`config.mk`:
```
export PLATFORM = sky130hd
export DESIGN_NAME = register_bank_arbiter
export DESIGN_NICKNAME = d
export VERILOG_FILES = /design/src/rtl/register_bank_arbiter_pkg.sv /design/src/rtl/register_bank_arbiter_rr_priority_picker.sv /design/src/rtl/register_bank_arbiter.sv
export SDC_FILE = /design/constraint.sdc
export NUM_CORES = 1
export LEC_CHECK = 0
export CORE_UTILIZATION = 50
export CTS_CLUSTER_SIZE = 8
export DETAILED_ROUTE_END_ITERATION = 6
export HOLD_SLACK_MARGIN = 0.08
export PLACE_DENSITY = 0.78
export SKIP_CTS_REPAIR_TIMING = 1
export SYNTH_ARGS = -nofsm -noshare
export SYNTH_HDL_FRONTEND = slang
export SYNTH_SLANG_ARGS = --single-unit
```
`constraint.sdc`:
```
create_clock -name clk -period 2.8 [get_ports clk]
set_clock_uncertainty 0.05 [all_clocks]
set_input_delay 0.42 -clock clk [delete_from_list [all_inputs] [get_ports clk]]
set_output_delay 0.42 -clock clk [all_outputs]
set_load 0.01 [all_outputs]
```
`src/rtl/register_bank_arbiter_pkg.sv`:
```
// Shared types and helpers for register_bank_arbiter: FSM state encoding and
// a constant clog2 used to size the round-robin pointer and winner index.
package register_bank_arbiter_pkg;

  typedef enum logic {
    ST_IDLE  = 1'b0,
    ST_GRANT = 1'b1
  } state_e;

  function automatic int clog2(input int v);
    int r;
    r = 0;
    while ((1 << r) < v) r++;
    return r;
  endfunction

endpackage

```
`src/rtl/register_bank_arbiter_rr_priority_picker.sv`:
```
// rr_priority_picker: combinational round-robin pick of the first requester
// at or after rr_ptr_i (cyclically) with its request bit high.
module rr_priority_picker #(
  parameter int NUM_REQ = 4,
  parameter int PTR_W   = 2
) (
  input  logic [NUM_REQ-1:0] req_i,
  input  logic [PTR_W-1:0]   rr_ptr_i,
  output logic [PTR_W-1:0]   winner_o,
  output logic [NUM_REQ-1:0] winner_oh_o,
  output logic               any_req_o
);

  logic [NUM_REQ-1:0] masked;

  // Lowest request at/above the pointer wins; if none, wrap to lowest overall.
  always_comb begin
    masked      = '0;
    winner_o    = '0;
    winner_oh_o = '0;
    any_req_o   = |req_i;
    for (int i = 0; i < NUM_REQ; i++)
      masked[i] = req_i[i] && (PTR_W'(i) >= rr_ptr_i);
    for (int i = NUM_REQ - 1; i >= 0; i--)
      if (req_i[i]) winner_o = PTR_W'(i);
    for (int i = NUM_REQ - 1; i >= 0; i--)
      if (masked[i]) winner_o = PTR_W'(i);
    for (int i = 0; i < NUM_REQ; i++)
      winner_oh_o[i] = any_req_o && (winner_o == PTR_W'(i));
  end

endmodule

```
`src/rtl/register_bank_arbiter.sv`:
```
// Round-robin write arbiter in front of a NUM_REGS-word register bank with one
// combinational read port. Optional locked bursts via `define ARB_LOCK_EN.
module register_bank_arbiter
  import register_bank_arbiter_pkg::*;
#(
  parameter int WORD_LENGTH = 5,
  parameter int NUM_REQ     = 4,
  parameter int ADDR_W      = 3,
  parameter int MAX_BURST   = 4
) (
  input  logic                          clk,
  input  logic                          reset,
  input  logic [NUM_REQ-1:0]            req,
  input  logic [NUM_REQ*ADDR_W-1:0]     wr_addr,
  input  logic [NUM_REQ*WORD_LENGTH-1:0] wr_data,
`ifdef ARB_LOCK_EN
  input  logic [NUM_REQ-1:0]            lock,
`endif
  output logic [NUM_REQ-1:0]            gnt,
  output logic [NUM_REQ-1:0]            done,
  input  logic [ADDR_W-1:0]             rd_addr,
  output logic [WORD_LENGTH-1:0]        rd_data
);

  localparam int PTR_W    = clog2(NUM_REQ);
  localparam int NUM_REGS = 2 ** ADDR_W;

  state_e                   state_q, state_d;
  logic [NUM_REQ-1:0]       gnt_q, gnt_d, done_q, done_d;
  logic [PTR_W-1:0]         win_q, win_d, rr_ptr_q, rr_ptr_d, ptr_next;
  logic [WORD_LENGTH-1:0]   bank_q [NUM_REGS];

  logic [PTR_W-1:0]         pick_idx;
  logic [NUM_REQ-1:0]       pick_oh;
  logic                     pick_any;

  logic [ADDR_W-1:0]        sel_addr;
  logic [WORD_LENGTH-1:0]   sel_data;
  logic                     wr_active, we;

`ifdef ARB_LOCK_EN
  localparam int               BW         = clog2(MAX_BURST) + 1;
  localparam logic [BW-1:0]    BURST_LAST = BW'(MAX_BURST - 1);
  logic [BW-1:0]               burst_q, burst_d;
`endif

  rr_priority_picker #(.NUM_REQ(NUM_REQ), .PTR_W(PTR_W)) u_picker (
    .req_i       (req),
    .rr_ptr_i    (rr_ptr_q),
    .winner_o    (pick_idx),
    .winner_oh_o (pick_oh),
    .any_req_o   (pick_any)
  );

  // gnt_q is one-hot during GRANT, so it doubles as the write-port mux select.
  always_comb begin
    sel_addr = '0;
    sel_data = '0;
    for (int i = 0; i < NUM_REQ; i++)
      if (gnt_q[i]) begin
        sel_addr = wr_addr[i*ADDR_W +: ADDR_W];
        sel_data = wr_data[i*WORD_LENGTH +: WORD_LENGTH];
      end
  end

  assign wr_active = |(req & gnt_q);
  assign ptr_next  = (win_q == PTR_W'(NUM_REQ - 1)) ? '0 : win_q + 1'b1;

  always_comb begin
    state_d  = state_q;
    gnt_d    = '0;
    done_d   = '0;
    win_d    = win_q;
    rr_ptr_d = rr_ptr_q;
    we       = 1'b0;
`ifdef ARB_LOCK_EN
    burst_d  = burst_q;
`endif
    case (state_q)
      ST_IDLE: begin
        if (pick_any) begin
          gnt_d   = pick_oh;
          win_d   = pick_idx;
          state_d = ST_GRANT;
        end
      end
      ST_GRANT: begin
        // A withdrawn requester simply loses its slot: no write, no done.
        we     = wr_active;
        done_d = req & gnt_q;
`ifdef ARB_LOCK_EN
        if (|(req & lock & gnt_q) && (burst_q < BURST_LAST)) begin
          gnt_d   = gnt_q;
          burst_d = burst_q + 1'b1;
        end else begin
          burst_d  = '0;
          rr_ptr_d = ptr_next;
          state_d  = ST_IDLE;
        end
`else
        rr_ptr_d = ptr_next;
        state_d  = ST_IDLE;
`endif
      end
      default: state_d = ST_IDLE;
    endcase
  end

  always_ff @(posedge clk) begin
    if (reset) begin
      state_q  <= ST_IDLE;
      gnt_q    <= '0;
      done_q   <= '0;
      win_q    <= '0;
      rr_ptr_q <= '0;
`ifdef ARB_LOCK_EN
      burst_q  <= '0;
`endif
    end else begin
      state_q  <= state_d;
      gnt_q    <= gnt_d;
      done_q   <= done_d;
      win_q    <= win_d;
      rr_ptr_q <= rr_ptr_d;
`ifdef ARB_LOCK_EN
      burst_q  <= burst_d;
`endif
    end
  end

  always_ff @(posedge clk) begin
    if (reset) begin
      for (int i = 0; i < NUM_REGS; i++) bank_q[i] <= '0;
    end else if (we) begin
      bank_q[sel_addr] <= sel_data;
    end
  end

  assign gnt     = gnt_q;
  assign done    = done_q;
  assign rd_data = bank_q[rd_addr];

endmodule
```
# Word-level counts from Yosys, hierarchy flattened
# Memory sizes are Yosys's and may differ from the RTL's.
# Index checks and enable logic that the tools add are counted.
# classes
addsub	1
n_lt_le_gt_ge	4
n_eq_ne	4
muxes	28
n_bitwise	3
n_reduce_logical	15
# op_table
operator	n
$mux 5	5
$mux 2	9
$mux 3	5
$logic_and 1x1->1	8
$mux 1	8
$reduce_or 4->1	2
$eq 2x2->1 const B	3
$reduce_or 5->1	1
$and 4x4->4	1
$ge 1x2->1 const A	2
$ge 2x2->1 const A	2
$reduce_or 3->1	1
$add 2x1->2 const B	1
$eq 2x1->1 const B	1
$logic_not 2->1	1
$not 1->1	2
$pmux 1 s2	1
$reduce_and 2->1	1
$reduce_or 2->1	1
# word_totals
reg_bits	13
ramBits	40
n_memories	1
# memory_table
memory	words	width	rd	rd_ports_with_merged_regs	write_ports	line_no	text
bank_q	8	5	1	0	8	register_bank_arbiter.sv:31	logic [WORD_LENGTH-1:0] bank_q [NUM_REGS];

# Depth between registers and ports, before layout
# logic_depth
depth_word	10
mapped_depth	7
mapped_depth_nobuf	4

# By module
# A second synthesis with hierarchy kept.
# unflattened
cells_unflattened	247
area_unflattened_um2	3007.9
# by_module_without_submodules
module	instances	cells_per_inst	area_each_um2	seq_area_each_um2
register_bank_arbiter	1	214	2802.7	1461.4
rr_priority_picker	1	33	205.2	0.0

# Worst setup path before layout
# OpenSTA, ideal clock, no wires.
# synth_timing
path_type	input to register
from	input port reset
to	memory bank_q[7][0] (enable)
arrival_ns	1.859
path_slack_ns	0.536
stages	7
n_path_buf	3
cell_sequence	buf_6 -> nand2b_4 -> a41oi_2 -> or3b_1 -> buf_6 -> buf_8 -> o31ai_2
# synth_lines
item	line_no	text
start, declared	register_bank_arbiter.sv:12	input logic reset,
end, declared	register_bank_arbiter.sv:31	

# Final worst setup path
# layout_timing
from	input port rd_addr[0]
to	output port rd_data[1]
# layout_between
elab_chain_cells	1
# layout_rtl
item	line_no	text
start, declared	register_bank_arbiter.sv:21	input logic [ADDR_W-1:0] rd_addr,
$mem_v2 8x5	-	
end, declared	register_bank_arbiter.sv:22	output logic [WORD_LENGTH-1:0] rd_data
# Every way passes these cells.

==> impl_results.md <==
* Run status: complete, no violations
* DR WL/cell at 17.8 µm
* Antenna Violating Nets Remaining at 0
* Die Area at 5680 µm²
* H-tree depth at 2
* Clock-pin transition on the worst setup and hold timing paths at 0.09 ns
* Crit Path Category: in2out
* Min-Delay Path Class: reg2reg
* EDFF count, synth at 40
* CP Max Fanout at 10
* Seq/Total Area, Yosys at 54.3%
* Initial drt markers at 177
* GR met2 Demand/Resource at 41.1%
* Drt pass-1 iters at 4
* Share of layout cells above drive strength 1 at 19.9%
* Top cells by area, synth: edfxtp_1 45%, dfxtp_1 9.7%, mux4_2 8.4%
* Initial Utilization at 52.4%
* Count of cell types in the netlist at 48
* Clock tree root buffer cell: clkbuf_8
* Peak VDD IR at 0.363 mV
* Die Y at 75.4 µm
* Initial antenna violation count at 0
* Avg Cell Area, Syn at 12.5 µm²
* Slowest CP cell: clkdlybuf4s50_1
* Routed via count at 2038
* Max Clock Freq at 0.395 GHz
* RSZ-0062 raised after global routing: false
* PwrDens at 502 nW/µm²
* DRT Wirelength at 6280 µm
* Busiest grt layer: met2
* GRT met1 Usage at 31.0%
* Tcrit/Tclk final at 90.4%
* Slew margin rel. at 49.7%
* Placed wire-length estimate at 4740 µm
* CTS Buf Count at 5
* Vias/cell at 5.79
* GRT Total Usage at 24.1%
* Static leakage at 1.25 nW
* Reg2reg end: bank_q[7][2]
* Post-DP Area at 3380 µm²
* Chip Width at 75.4 µm
* Met3 Usage GRT at 3.57%
* Pins Over Slew Limit at 0
* Flop-to-flop setup slack at 0.38 ns
* Vias in the first global route at 2034
* Final Instance Area at 3500 µm²
* Fin nets at 323
* Syn_nets at 257
* Row count at 26
* Crit. End Element: output port
* IO Count at 54
* Hold Slack at 0.442 ns
* Hold depth at 2
* Top cell type by total area after synthesis: edfxtp_1
* Fillers at 412
* Most frequent cell after synthesis: edfxtp_1
* Share of the synthesized area in the top cell type at 44.6%
* Share of async-settable or async-resettable flops after synthesis at 0%
* Commonest cells in the netlist: 40 x edfxtp_1, 26 x nor3_1, 13 x dfxtp_1, 11 x nor2_1, 11 x nor4_1
* Core footprint at 5140 µm²
* Synth Instances at 215
* P&R area growth vs syn at 30.1%
* R2R cell count at 5
* Min-delay src: win_q[1]
* Largest net degree at the start of global routing at 24
* Total gr overflow at 0
* Placer Congestion at 0.946
* Critical Path RT at 2.33 ns
* CP peak stage delay at 0.52 ns
* CTS tree: yes
* Warnings from Yosys at 0
* Clk_lat worst skew at 0.30 ns
* Max Cap Viol at 0
* Inserted Diodes at 0
* Final Hold Viols at 0
* Worst-path cell chain: clkdlybuf4s50_1 -> buf_12 -> mux4_2 -> mux2_2 -> dlymetal6s2s_1
* Tightest Pin Transition at 0.747 ns
* Final worst path period need at 2.53 ns
* Worst EP arrival at 2.06 ns
* First-pass GRT wire length at 9980 µm
* Register bit total from synthesis at 53
* Final setup vio count at 0
* Crit Reg-Reg Startpoint: gnt[0]
* Startpoint types: input port
* Hold Path End: win_q[1]
* PortBufs at 53
* TritonCTS Sinks at 53
* Post-Syn Area at 2690 µm²
* Most used DFF post-synth: edfxtp_1
* DRC Markers at 0
* Clock buffer depth at 2
cell families (layout without fill, tap and decap cells):
logic type               count (synthesis)  in the layout  synth area share (%)
multiplexers                            17             17                  11.2
AO/OA/AOI/OAI                           46             46                  12.9
flip-flops                              53             53                  54.3
buffers and inverters                   25             92                  5.58
adder cells (fa/ha/maj)                  1              1                 0.465
AND/OR/NAND/NOR                         73             73                  15.5
per-layer routing:
| layer | vias to the layer above | wire (µm) |
|---|---|---|
| met5 | - | 0 |
| met4 | 0 | 77 |
| met3 | 6 | 276 |
| met2 | 84 | 3220 |
| met1 | 975 | 2710 |
| li1 | 973 | - |
cell type report:
class                   count  area, µm²  share of cell area, %
inverters                   7       26.3                  0.751
clock buffers               5       68.8                   1.97
clock inverters             3       41.3                   1.18
multi-input cells         137       1080                   30.8
repair buffers             77        736                   21.0
well taps                  70       87.6                   2.50
flip-flops and latches     53       1460                   41.7
stage by stage:
stage | worst slack [ns] | utilization (%) | setup TNS (ns) | cells | total power [mW]
2_1_floorplan | 0.536 | - | 0 | 215 | 1.10
3_3_place_gp | 0.00138 | 65.7 | 0 | 344 | 1.26
3_5_place_dp | -0.0566 | 65.7 | -0.132 | 344 | 1.27
4_1_cts | -0.0628 | 67.9 | -0.175 | 352 | 1.76
5_1_grt | 0.223 | 68.1 | 0 | 352 | 1.83
6_report | 0.268 | 68.1 | 0 | 352 | 1.76
worst max-delay path, delay by kind of cell:
kind	cells	cell delay (ns)
mux	2	0.79
buf+inv	3	0.85
worst max path at each step:
| stage | to | slack (ns) | cells after the start | start |
|---|---|---|---|---|
| 3_5_place_dp | rd_data[1] | -0.06 | 5 | rd_addr[0] |
| 3_3_place_gp | rd_data[4] | 0.001 | 5 | rd_addr[0] |
| 2_1_floorplan | bank_q[7][0] | 0.54 | 7 | reset |
| 5_1_grt | rd_data[1] | 0.22 | 5 | rd_addr[0] |
| 6_report | rd_data[1] | 0.27 | 5 | rd_addr[0] |
| 4_1_cts | rd_data[1] | -0.06 | 5 | rd_addr[0] |
state kept, by name, summed over array words and instances, names as in the netlist:
signal / flops
bank_q: 40
win_q: 2
gnt: 4
state_q: 1
rr_ptr_q: 2
done: 4
cell usage in the layout (no fill, tap or decap), drive strengths merged, types with 2 or more instances in the layout:
| cell type | synthesis | final |
|---|---|---|
| clkdlybuf4s50 | 0 | 48 |
| edfxtp | 40 | 40 |
| nor3 | 30 | 30 |
| buf | 13 | 24 |
| dfxtp | 13 | 13 |
| nor4 | 12 | 12 |
| nor2 | 11 | 11 |
| mux4 | 10 | 10 |
| o21ai | 9 | 9 |
| a21oi | 8 | 8 |
| inv | 7 | 7 |
| nand2 | 7 | 7 |
| mux2 | 5 | 5 |
| nor2b | 5 | 5 |
| a221o | 5 | 5 |
| clkbuf | 5 | 5 |
| dlymetal6s2s | 0 | 5 |
| a22oi | 5 | 5 |
| o31ai | 4 | 4 |
| or2 | 2 | 2 |
| o22ai | 2 | 2 |
| mux2i | 2 | 2 |
| and3 | 2 | 2 |
| a221oi | 2 | 2 |
| nand2b | 2 | 2 |
where the power goes:
part	internal (mW)	switching [mW]
combinational	0.173	0.185
sequential	0.873	0.0204
clock	0.263	0.243
total	1.31	0.448
Note: power is estimated with default switching activity, not from simulation.
